[config.mk]
export PLATFORM = sky130hd
export DESIGN_NAME = recv_udp_block
export DESIGN_NICKNAME = d
export VERILOG_FILES = /design/src/rtl/eth_pkg.sv /design/src/rtl/rx_calc_crc32.sv /design/src/rtl/recv_udp_block.sv
export SDC_FILE = /design/constraint.sdc
export NUM_CORES = 1
export LEC_CHECK = 0
export ABC_AREA = 0
export BUFFER_PORTS_ARGS = -buffer_cell sky130_fd_sc_hd__buf_4
export CORE_UTILIZATION = 64
export CTS_CLUSTER_DIAMETER = 80
export DETAILED_ROUTE_END_ITERATION = 16
export GPL_ROUTABILITY_DRIVEN = 0
export PLACE_DENSITY = 0.88
export SYNTH_ARGS = -nofsm -noshare
export SYNTH_HDL_FRONTEND = slang
export SYNTH_SLANG_ARGS = --single-unit
[constraint.sdc]
create_clock -name i_rx_clk -period 5.25 [get_ports i_rx_clk]
set_input_delay 1.05 -clock i_rx_clk [delete_from_list [all_inputs] [get_ports i_rx_clk]]
set_output_delay 1.05 -clock i_rx_clk [all_outputs]
set_load 0.03 [all_outputs]
[src/rtl/eth_pkg.sv]
// eth_pkg: shared state encoding, protocol constants and header offsets for the UDP receive path
package eth_pkg;

   typedef enum logic [2:0] {
      S_IDLE, S_PREAMBLE, S_HEADER, S_PAYLOAD, S_TAIL, S_CHECK, S_DROP
   } state_t;

   localparam logic [7:0]  PREAMBLE_BYTE = 8'h55;
   localparam logic [7:0]  SFD_BYTE      = 8'hD5;
   localparam logic [15:0] ETH_TYPE_IPV4 = 16'h0800;
   localparam logic [7:0]  IP_VER_IHL    = 8'h45;
   localparam logic [7:0]  IP_PROTO_UDP  = 8'h11;
   localparam logic [10:0] HDR_LEN       = 11'd42;
   localparam logic [15:0] UDP_HDR_LEN   = 16'd8;
   localparam logic [2:0]  FCS_LEN       = 3'd4;
   localparam logic [31:0] CRC32_POLY    = 32'h04C11DB7;
   localparam logic [31:0] CRC32_RESIDUE = 32'hC704DD7B;

   // byte offsets from the first destination MAC byte
   localparam logic [10:0] OFF_MAC_LAST  = 11'd5;
   localparam logic [10:0] OFF_ETH_TYPE  = 11'd12;
   localparam logic [10:0] OFF_VER_IHL   = 11'd14;
   localparam logic [10:0] OFF_IP_PROTO  = 11'd23;
   localparam logic [10:0] OFF_SRC_PORT  = 11'd34;
   localparam logic [10:0] OFF_DST_PORT  = 11'd36;
   localparam logic [10:0] OFF_UDP_LEN   = 11'd38;

   function automatic logic [15:0] sat_inc(input logic [15:0] v);
      return (v == 16'hFFFF) ? v : v + 16'd1;
   endfunction

endpackage

[src/rtl/rx_calc_crc32.sv]
// rx_calc_crc32: byte-wide CRC32 accumulator, register kept in non-reflected bit order
module rx_calc_crc32
   import eth_pkg::*;
(
   input  logic        clk_i,
   input  logic        rst_ni,
   input  logic        init_i,
   input  logic        en_i,
   input  logic [7:0]  data_i,
   output logic [31:0] crc_o
);

   logic [31:0] crc_q, crc_d;

   // fold one byte in, least significant bit first
   always_comb begin
      crc_d = crc_q;
      for (int i = 0; i < 8; i++)
         crc_d = {crc_d[30:0], 1'b0} ^ ((crc_d[31] ^ data_i[i]) ? CRC32_POLY : 32'd0);
   end

   // preset at start of frame, accumulate on enabled bytes
   always_ff @(posedge clk_i or negedge rst_ni)
      if (!rst_ni)
         crc_q <= '1;
      else if (init_i)
         crc_q <= '1;
      else if (en_i)
         crc_q <= crc_d;

   assign crc_o = crc_q;

endmodule

[src/rtl/recv_udp_block.sv]
// recv_udp_block: GMII receive, Ethernet/IPv4/UDP header filter, payload to RAM, FCS check
module recv_udp_block
   import eth_pkg::*;
#(
   parameter logic [47:0] LOCAL_MAC  = 48'h02_00_00_00_00_01,
   parameter logic [15:0] LOCAL_PORT = 16'd5000,
   parameter logic [10:0] MAX_LEN    = 11'd1472
) (
   input  logic        i_rx_clk,
   input  logic        rst_n,
   input  logic        i_rx_dv,
   input  logic        i_rx_er,
   input  logic [7:0]  i_rx_data,
   output logic        o_wr_en,
   output logic [10:0] o_wr_addr,
   output logic [7:0]  o_wr_data,
   output logic        o_valid,
   output logic [10:0] o_data_len,
   output logic [15:0] o_src_port,
   input  logic        i_release,
   output logic [15:0] o_drop_cnt
);

   state_t      state_q;
   logic [10:0] cnt_q, len_q, data_len_q, wr_addr_q;
   logic [7:0]  len_hi_q, wr_data_q;
   logic [15:0] src_cap_q, src_port_q, drop_q;
   logic [2:0]  tail_q;
   logic        mac_loc_q, mac_bc_q, wr_en_q, valid_q;
   logic [7:0]  mac_b;
   logic [15:0] udp_len;
   logic [31:0] crc;
   logic        mac_loc_n, mac_bc_n, hdr_bad, crc_init, crc_en;

   // expected destination MAC byte for the current header index (byte 0 is the MSB)
   assign mac_b     = 8'(LOCAL_MAC >> (6'd40 - {cnt_q[2:0], 3'b000}));
   assign mac_loc_n = mac_loc_q && i_rx_data == mac_b;
   assign mac_bc_n  = mac_bc_q && i_rx_data == 8'hFF;
   assign udp_len   = {len_hi_q, i_rx_data};

   assign hdr_bad = (cnt_q == OFF_MAC_LAST && !(mac_loc_n || mac_bc_n))
      || (cnt_q == OFF_ETH_TYPE && i_rx_data != ETH_TYPE_IPV4[15:8])
      || (cnt_q == OFF_ETH_TYPE + 11'd1 && i_rx_data != ETH_TYPE_IPV4[7:0])
      || (cnt_q == OFF_VER_IHL && i_rx_data != IP_VER_IHL)
      || (cnt_q == OFF_IP_PROTO && i_rx_data != IP_PROTO_UDP)
      || (cnt_q == OFF_DST_PORT && i_rx_data != LOCAL_PORT[15:8])
      || (cnt_q == OFF_DST_PORT + 11'd1 && i_rx_data != LOCAL_PORT[7:0])
      || (cnt_q == OFF_UDP_LEN + 11'd1
          && (udp_len <= UDP_HDR_LEN || udp_len > {5'd0, MAX_LEN} + UDP_HDR_LEN));

   assign crc_init = state_q == S_PREAMBLE && i_rx_dv && !i_rx_er && i_rx_data == SFD_BYTE;
   assign crc_en   = i_rx_dv && !i_rx_er
                     && (state_q == S_HEADER || state_q == S_PAYLOAD || state_q == S_TAIL);

   rx_calc_crc32 u_crc (
      .clk_i  (i_rx_clk),
      .rst_ni (rst_n),
      .init_i (crc_init),
      .en_i   (crc_en),
      .data_i (i_rx_data),
      .crc_o  (crc)
   );

   // frame receive state machine with registered RAM, status and drop outputs
   always_ff @(posedge i_rx_clk or negedge rst_n)
      if (!rst_n) begin
         state_q    <= S_IDLE;
         cnt_q      <= '0;
         len_q      <= '0;
         len_hi_q   <= '0;
         src_cap_q  <= '0;
         tail_q     <= '0;
         mac_loc_q  <= 1'b0;
         mac_bc_q   <= 1'b0;
         wr_en_q    <= 1'b0;
         wr_addr_q  <= '0;
         wr_data_q  <= '0;
         valid_q    <= 1'b0;
         data_len_q <= '0;
         src_port_q <= '0;
         drop_q     <= '0;
      end else begin
         wr_en_q <= 1'b0;
         if (i_release)
            valid_q <= 1'b0;
         case (state_q)
            S_IDLE:
               if (i_rx_dv)
                  state_q <= (i_rx_data == PREAMBLE_BYTE && !i_rx_er) ? S_PREAMBLE : S_DROP;
            S_PREAMBLE:
               if (!i_rx_dv)
                  state_q <= S_IDLE;
               else if (i_rx_er)
                  state_q <= S_DROP;
               else if (i_rx_data == SFD_BYTE) begin
                  state_q   <= valid_q ? S_DROP : S_HEADER;
                  cnt_q     <= '0;
                  mac_loc_q <= 1'b1;
                  mac_bc_q  <= 1'b1;
               end else if (i_rx_data != PREAMBLE_BYTE)
                  state_q <= S_DROP;
            S_HEADER:
               if (!i_rx_dv) begin
                  drop_q  <= sat_inc(drop_q);
                  state_q <= S_IDLE;
               end else if (i_rx_er || hdr_bad)
                  state_q <= S_DROP;
               else begin
                  cnt_q     <= (cnt_q == HDR_LEN - 11'd1) ? 11'd0 : cnt_q + 11'd1;
                  mac_loc_q <= mac_loc_n;
                  mac_bc_q  <= mac_bc_n;
                  if (cnt_q == OFF_SRC_PORT)
                     src_cap_q[15:8] <= i_rx_data;
                  if (cnt_q == OFF_SRC_PORT + 11'd1)
                     src_cap_q[7:0] <= i_rx_data;
                  if (cnt_q == OFF_UDP_LEN)
                     len_hi_q <= i_rx_data;
                  if (cnt_q == OFF_UDP_LEN + 11'd1)
                     len_q <= udp_len[10:0] - UDP_HDR_LEN[10:0];
                  if (cnt_q == HDR_LEN - 11'd1)
                     state_q <= S_PAYLOAD;
               end
            S_PAYLOAD:
               if (!i_rx_dv) begin
                  drop_q  <= sat_inc(drop_q);
                  state_q <= S_IDLE;
               end else if (i_rx_er)
                  state_q <= S_DROP;
               else begin
                  wr_en_q   <= 1'b1;
                  wr_addr_q <= cnt_q;
                  wr_data_q <= i_rx_data;
                  cnt_q     <= cnt_q + 11'd1;
                  if (cnt_q == len_q - 11'd1) begin
                     state_q <= S_TAIL;
                     tail_q  <= '0;
                  end
               end
            S_TAIL:
               if (!i_rx_dv)
                  state_q <= S_CHECK;
               else if (i_rx_er)
                  state_q <= S_DROP;
               else if (tail_q != FCS_LEN)
                  tail_q <= tail_q + 3'd1;
            S_CHECK: begin
               if (crc == CRC32_RESIDUE && tail_q == FCS_LEN) begin
                  valid_q    <= 1'b1;
                  data_len_q <= len_q;
                  src_port_q <= src_cap_q;
               end else
                  drop_q <= sat_inc(drop_q);
               state_q <= S_IDLE;
            end
            S_DROP:
               if (!i_rx_dv) begin
                  drop_q  <= sat_inc(drop_q);
                  state_q <= S_IDLE;
               end
            default:
               state_q <= S_IDLE;
         endcase
      end

   assign o_wr_en    = wr_en_q;
   assign o_wr_addr  = wr_addr_q;
   assign o_wr_data  = wr_data_q;
   assign o_valid    = valid_q;
   assign o_data_len = data_len_q;
   assign o_src_port = src_port_q;
   assign o_drop_cnt = drop_q;

endmodule
==> results of run 1 <==
critical path, cell delays in order:
cell     delay, ns
buf_4         0.17
or3_4         0.41
or4_1         0.53
a311o_1       0.35
a221o_1       0.31
a211o_4       0.41
o32ai_4       0.37
nand2_1       0.31
o31ai_1       0.39
stage by stage:
stage / hold slack (ns) / setup WS, ns / instances
CTS: 0.4848 / 1.311 / 972
detailed placement: 0.4709 / 0.9712 / 940
global route: 0.5087 / 1.157 / 972
global placement: 0.4630 / 1.066 / 940
floorplan: 0.4732 / 1.384 / 731
finish: 0.4789 / 1.251 / 972
cells by family after synthesis:
logic type,synth area share
and+or+nand+nor,0.1515
DFF,0.4761
xor gates and xnor gates,0.1132
AOI/OAI and AO/OA,0.08573
muxes,0.1283
buffers and inverters,0.02795
adders and majority gates,0.01727
power by group through the flow:
stage | logic [W] | clock network (W) | registers (W)
after floorplan | 0.00154 | 0 | 0.00174
after global placement | 0.00197 | 0 | 0.00173
after detailed placement | 0.00203 | 0 | 0.00175
after CTS | 0.00209 | 0.00128 | 0.00173
after global routing | 0.00227 | 0.00133 | 0.00176
final | 0.00211 | 0.00127 | 0.00174
cell usage in the layout, fill, tap and decap left out, types with 8 or more instances in the layout:
master	n
dfrtp_1	118
buf_4	79
mux2_2	73
xnor2_1	64
nand2_1	51
nor3_1	48
xor2_1	39
a21oi_1	34
dfstp_2	32
nor2_1	30
o21ai_0	24
clkbuf_16	17
inv_1	16
nand3_1	13
ha_1	11
nor2b_1	8
mux2_4	8
mux2i_1	8
worst min path at each step:
stage                                     end  slack (ns)  depth (start not counted)
detailed placement  o_data_len[0]$_DFFE_PN0P_        0.47                          2
global route         src_cap_q[3]$_DFFE_PN0P_        0.51                          1
CTS                 o_data_len[0]$_DFFE_PN0P_        0.48                          2
finish              o_data_len[0]$_DFFE_PN0P_        0.48                          2
global placement    o_data_len[4]$_DFFE_PN0P_        0.46                          2
floorplan               tail_q[2]$_DFFE_PN0P_        0.47                          1
flip-flops by register name, indices dropped and copies added, names as in the netlist:
name,count
cnt_q,11
len_hi_q,8
len_q,11
mac_bc_q,1
mac_loc_q,1
o_data_len,11
o_drop_cnt,16
o_src_port,16
o_valid,1
o_wr_addr,11
o_wr_data,8
o_wr_en,1
src_cap_q,16
state_q,3
tail_q,3
u_crc.crc_o,32
cell type report:
class	instances	share of cell area
Multi-Input combinational cell	526	0.4286
Sequential cell	150	0.4102
Timing Repair Buffer	80	0.06534
Clock inverter	9	0.01502
Clock buffer	23	0.05168
Inverter	16	0.006494
Tap cell	168	0.02273
layer usage:
| layer | global-route usage | share of wire | vias to the layer above |
|---|---|---|---|
| li1 | - | - | 2716 |
| met1 | 0.3991 | 0.40 | 2997 |
| met3 | 0.06323 | 0.065 | 69 |
| met2 | 0.5333 | 0.50 | 315 |
| met4 | 0.1588 | 0.036 | 0 |
| met5 | 0 | 0 | - |
==> key figures, run 1 <==
Status
  • Outcome: finished clean

Global routing
  • First-pass GRT wire length: 31390 microns
  • Global route overflow: 0
  • Initial antenna violation count: 0
  • Vias in the first global route: 6078
  • Largest net degree at the start of global routing: between 100 and 150
  • Tot GR Track Use: 0.3196

Clocking
  • Clk pin slew, worst setup/hold paths: about 0.06 ns
  • Root Buffer: clkbuf_16
  • Post-CTS Hold Buffers: 0
  • Number of H-tree levels: 4
  • Post_cts resized: 0
  • Sink Count: 150
  • Post-CTS setup buffers: 0
  • Max Buffers Root-to-Sink: 2
  • Later-pin clock latency in the skew report: between 0.4 and 0.5 ns
  • CTS tree: built
  • CTS buffer count: 17

Hold path
  • Worst Hold Class: flip-flop to flip-flop
  • Min-delay src: o_data_len[0]$_DFFE_PN0P_

Floorplan
  • Die ar.: 12900 sq um
  • Starting Density: 0.6607
  • Die width: approximately 110 microns
  • Ports: 77
  • Row Count: 40
  • Die H: 113.6 microns
  • Core area: ~12000 sq um

Place
  • Post-DP HPWL: 12550 microns
  • Area after DPL: roughly 8600 sq um
  • Port Buffers: 76

Synth
  • Post-synth ARST share: 1.000
  • Unique masters post-synth: between 60 and 70
  • Ranking of synthesized cells by area: dfrtp_1 37%, dfstp_2 11%, mux2_2 10%, xnor2_1 7.0%, xor2_1 4.3%
  • Yosys top cell by area: dfrtp_1
  • Cell with the most instances after synthesis: dfrtp_1
  • Syn. warnings: 0
  • Syn avg cell area: 10.90 sq um
  • Syn Inst Count: 731
  • Post-Syn Area: 7969 sq um
  • Post-synth top cells: 118 x dfrtp_1, 73 x mux2_2, 64 x xnor2_1, 51 x nand2_1, 48 x nor3_1
  • Synth top area share: 0.3705
  • Ys flop type: dfrtp_1
  • Sequential area share after synthesis: 0.4761
  • Flops & latches, synth: 150
  • Mapped Nets: 755
  • EDFF count, synth: 0

Final layout
  • Nets: between 800 and 900
  • Util after Layout: 0.7668
  • Final instance area: 9249 sq um
  • Register Area: 3794 sq um
  • Area of the multi-input gates: 3964 sq um
  • Ant. Diodes: 0
  • Layout area overhead: 16.06%
  • # fillers: 753
  • Layout cells sized above 1: 0.2960

STA
  • Final setup vio count: 0
  • Final period util: 0.7617
  • Setup tns final: 0 ns
  • Max-slew violations: 0
  • Fmax: 0.2501 GHz
  • Min cycle time layout: 3.999 ns
  • Worst Tran Pin Value: between 1 and 1.5 ns
  • Hold Violations, Final: 0
  • Relative slew margins: 0.3317
  • Layout Skew: ~0.014 ns
  • Unrepaired setup endpoints after global routing: false

Routing
  • Drt pass-1 iters: 7
  • WL per Instance: between 15 and 20 microns
  • Drt total wl: 19250 microns
  • Routed Antenna Nets: 0
  • DR DRC count: 0
  • Initial drt markers: 433
  • Vias/cell: 6.273
  • Via Count: 6097

Power and ir drop
  • Leakage: around 4.2 nW
  • Clk network pwr share: 0.248
  • Gate power share: 0.412
  • Psw: a little under 0.002 W
  • Total power: 0.005132 W
  • Pwr Density: approximately 550 nW/um^2
  • Switching Share: 0.3818
  • Worst VDD drop: 0.0005941 V
  • Sequential share of power: 0.339
  • Internal: 0.003173 W

Worst setup path
  • Crit-path max FO: 16
  • Critical Path End Type: flip-flop
  • Worst r2r src: cnt_q[2]$_DFFE_PN0P_
  • End point of the critical path: cnt_q[4]$_DFFE_PN0P_
  • Register-to-register setup slack: 1.54 ns
  • R2R cell count: 9
  • Crit path DAT: roughly 4.3 ns
  • Critical path startpoint: i_rx_data[0]
  • FF-to-FF End: cnt_q[4]$_DFFE_PN0P_
  • Worst path required time: 5.55 ns
  • Worst Setup Start Kind: input port
  • Setup CP Type: input port to flip-flop

Flow run
  • Max cap viols: 0
Power figures use the tool's default switching activity.
==> run 2, diff against run 1 <==
--- a/config.mk
+++ b/config.mk
@@ -5,13 +5,13 @@
 export SDC_FILE = /design/constraint.sdc
 export NUM_CORES = 1
 export LEC_CHECK = 0
-export ABC_AREA = 0
+export ABC_AREA = 1
 export BUFFER_PORTS_ARGS = -buffer_cell sky130_fd_sc_hd__buf_4
-export CORE_UTILIZATION = 64
+export CORE_UTILIZATION = 55
 export CTS_CLUSTER_DIAMETER = 80
 export DETAILED_ROUTE_END_ITERATION = 16
 export GPL_ROUTABILITY_DRIVEN = 0
-export PLACE_DENSITY = 0.88
+export PLACE_DENSITY = 0.8
 export SYNTH_ARGS = -nofsm -noshare
 export SYNTH_HDL_FRONTEND = slang
 export SYNTH_SLANG_ARGS = --single-unit
==> constraint.sdc (replaced) <==
create_clock -name i_rx_clk -period 3.5 [get_ports i_rx_clk]
set_input_delay 0.7 -clock i_rx_clk [delete_from_list [all_inputs] [get_ports i_rx_clk]]
set_output_delay 0.7 -clock i_rx_clk [all_outputs]
set_load 0.03 [all_outputs]
==> key figures, run 2 <==
Place
  • Placed Cells: about 1300
  • Port Buffers: 76
  • Post-DP HPWL: 15510 microns
  • Area after DPL: around 9500 sq um

Worst setup path
  • Crit-path max FO: 16
  • Worst Setup Start Kind: flip-flop
  • Worst path required time: 3.81 ns
  • Critical Path End Type: flip-flop
  • CP dominant cell by count: nand2_1
  • CP cell instances: inv_1 -> nor4_1 -> nand4_1 -> nor3_1 -> nand2_1 -> nand2_1 -> clkinv_1 -> nand2_1 -> o21ai_0
  • Critical-path top delay cell: dfstp_2
  • Crit path DAT: 3.04 ns
  • Setup CP Type: flip-flop to flip-flop
  • Delay of the slowest critical-path stage: approximately 0.54 ns

Clocking
  • CTS tree: built
  • Post-CTS setup buffers: 0
  • CTS buffer count: 17
  • Clk pin slew, worst setup/hold paths: 0.06 ns
  • Number of H-tree levels: 4
  • Post_cts resized: 0
  • Root Buffer: clkbuf_16
  • Post-CTS Hold Buffers: 0
  • Sink Count: 150
  • Later-pin clock latency in the skew report: between 0.4 and 0.5 ns
  • Max Buffers Root-to-Sink: 2

Final layout
  • Layout cells sized above 1: 0.2014
  • Max reg flops: 32
  • Most common cell after layout, fill and taps aside: nand2_1
  • Final instance area: 10120 sq um
  • # fillers: 1239
  • Ant. Diodes: 0
  • Final instance count without filler cells: 1363
  • Layout area overhead: 15.25%
  • Most frequent cells in the layout: 262 x nand2_1, 118 x dfrtp_1, 107 x nor2_1, 106 x inv_1, 79 x buf_4
  • Nets: around 1200

STA
  • Worst Tran Pin Value: 1.077 ns
  • Setup tns final: 0 ns
  • Hold Violations, Final: 0
  • Max-slew violations: 0
  • Unrepaired setup endpoints after global routing: false
  • Final period util: 0.7803
  • Layout Skew: ~0.0078 ns
  • Fmax: 0.3662 GHz
  • Relative slew margins: 0.2813
  • Min cycle time layout: 2.731 ns
  • Final setup vio count: 0
  • Hold WS: 0.2643 ns

Synth
  • Post-Syn Area: 8780 sq um
  • Syn avg cell area: 8.213 sq um
  • Syn. warnings: 0
  • Flops & latches, synth: 150
  • Ys flop type: dfrtp_1
  • Post-synth top cells: 262 x nand2_1, 118 x dfrtp_1, 107 x nor2_1, 106 x inv_1, 67 x xor2_1
  • Mapped Nets: 1093
  • Sequential area share after synthesis: 0.4321
  • Ranking of synthesized cells by area: dfrtp_1 34%, nand2_1 11%, dfstp_2 9.6%, xor2_1 6.7%, nor2_1 4.6%
  • EDFF count, synth: 0
  • Syn Inst Count: 1069
  • Yosys top cell by area: dfrtp_1
  • Cell with the most instances after synthesis: nand2_1
  • Synth top area share: 0.3363
  • Unique masters post-synth: 51
  • Post-synth ARST share: 1.000

Power and ir drop
  • Sequential share of power: 0.333
  • Gate power share: 0.415
  • Clk network pwr share: 0.252
  • Leakage: 4.922 nW
  • Internal: 0.004594 W
  • Switching Share: 0.4055
  • Worst VDD drop: 0.0007002 V
  • Pwr Density: 763.7 nW/um^2
  • Psw: about 0.0031 W

Global routing
  • Initial antenna violation count: 0
  • Largest net degree at the start of global routing: 71
  • First-pass GRT wire length: 35680 microns
  • Vias in the first global route: 7282
  • Met2 Usage GRT: 0.4700
  • Tot GR Track Use: 0.2791
  • GR Layer Usage met1: 0.3480
  • Global route overflow: 0
  • Top Usage Layer GRT: met2
  • Met3 usage: 0.05613

Routing
  • WL per Instance: 15.82 microns
  • Drt pass-1 iters: 7
  • DR DRC count: 0
  • Via Count: 7492
  • Routed Antenna Nets: 0
  • Vias/cell: 5.497
  • Initial drt markers: 683
  • Drt total wl: 21560 microns

Hold path
  • Worst Hold Class: input port to asynchronous set/reset pin

Floorplan
  • Starting Density: 0.5712
  • Die ar.: 16470 sq um
  • Ports: 77
  • Core area: 15370 sq um
  • Die H: 128.3 microns
  • Row Count: 45
  • Die width: about 130 microns

Flow run
  • Max cap viols: 0

Status
  • Outcome: finished clean
[run 2: final timing paths]
kind	from	slack, ns	cells after the start	to
min reg2reg	o_wr_addr[9]$_DFFE_PN0P_	0.49	2	o_wr_addr[9]$_DFFE_PN0P_
max in group asynchronous	rst_n	2.43	2	len_q[9]$_DFFE_PN0P_
min in group i_rx_clk	i_release	0.45	2	o_valid$_DFF_PN0_
max	u_crc.crc_o[30]$_DFFE_PN1P_	0.77	9	o_drop_cnt[10]$_DFFE_PN0P_
max reg2reg	u_crc.crc_o[30]$_DFFE_PN1P_	0.77	9	o_drop_cnt[10]$_DFFE_PN0P_
min	rst_n	0.26	1	o_src_port[14]$_DFFE_PN0P_
[run 2: kinds of logic after synthesis]
| kind of cell | after synthesis | synth area share |
|---|---|---|
| and+or+nand+nor | 494 | 0.2475 |
| buffers and inverters | 156 | 0.07482 |
| DFF | 150 | 0.4321 |
| AOI/OAI and AO/OA | 148 | 0.1042 |
| xor gates and xnor gates | 93 | 0.1039 |
| muxes | 17 | 0.02180 |
| adders and majority gates | 11 | 0.01568 |
[run 2: layout make-up]
class	instances	area (sq um)	share of cell area
multi-input cells	763	4329	0.4278
flip-flops and latches	150	3794	0.3749
repair buffers	81	624.3	0.06170
inverters	127	479.2	0.04736
clock buffers	20	456.7	0.04513
well taps	211	264.0	0.02609
clock inverters	11	171.4	0.01694
[run 2: routing by layer]
layer / routed length (microns) / up-vias
met1: 9046 / 3547
met4: 748 / 0
li1: - / 3608
met3: 1380 / 52
met2: 10380 / 285
met5: 0 / -
[run 2: through the flow]
stage          power (W)  setup slack [ns]  utilization
2_1_floorplan   0.004924             1.239            -
3_3_place_gp    0.005620            0.8641       0.6174
3_5_place_dp    0.005720            0.8280       0.6174
4_1_cts         0.007713            0.8158       0.6583
5_1_grt         0.008175            0.5891       0.6583
6_report        0.007727            0.7691       0.6583
[run 2: power groups by stage]
stage	Combinational, W	Clock, W	Sequential (W)
after global routing	0.00352	0.00204	0.00261
after detailed placement	0.00313	0	0.00259
final	0.00321	0.00195	0.00257
after floorplan	0.00220	0	0.00273
after CTS	0.00318	0.00197	0.00256
after global placement	0.00304	0	0.00258
[run 2: worst max-delay path, delay by kind of cell (launching register included)]
family          cells  cell delay (ns)
compound gates      1             0.09
simple gates        6             1.52
buf+inv             2             0.45
flops               1             0.54
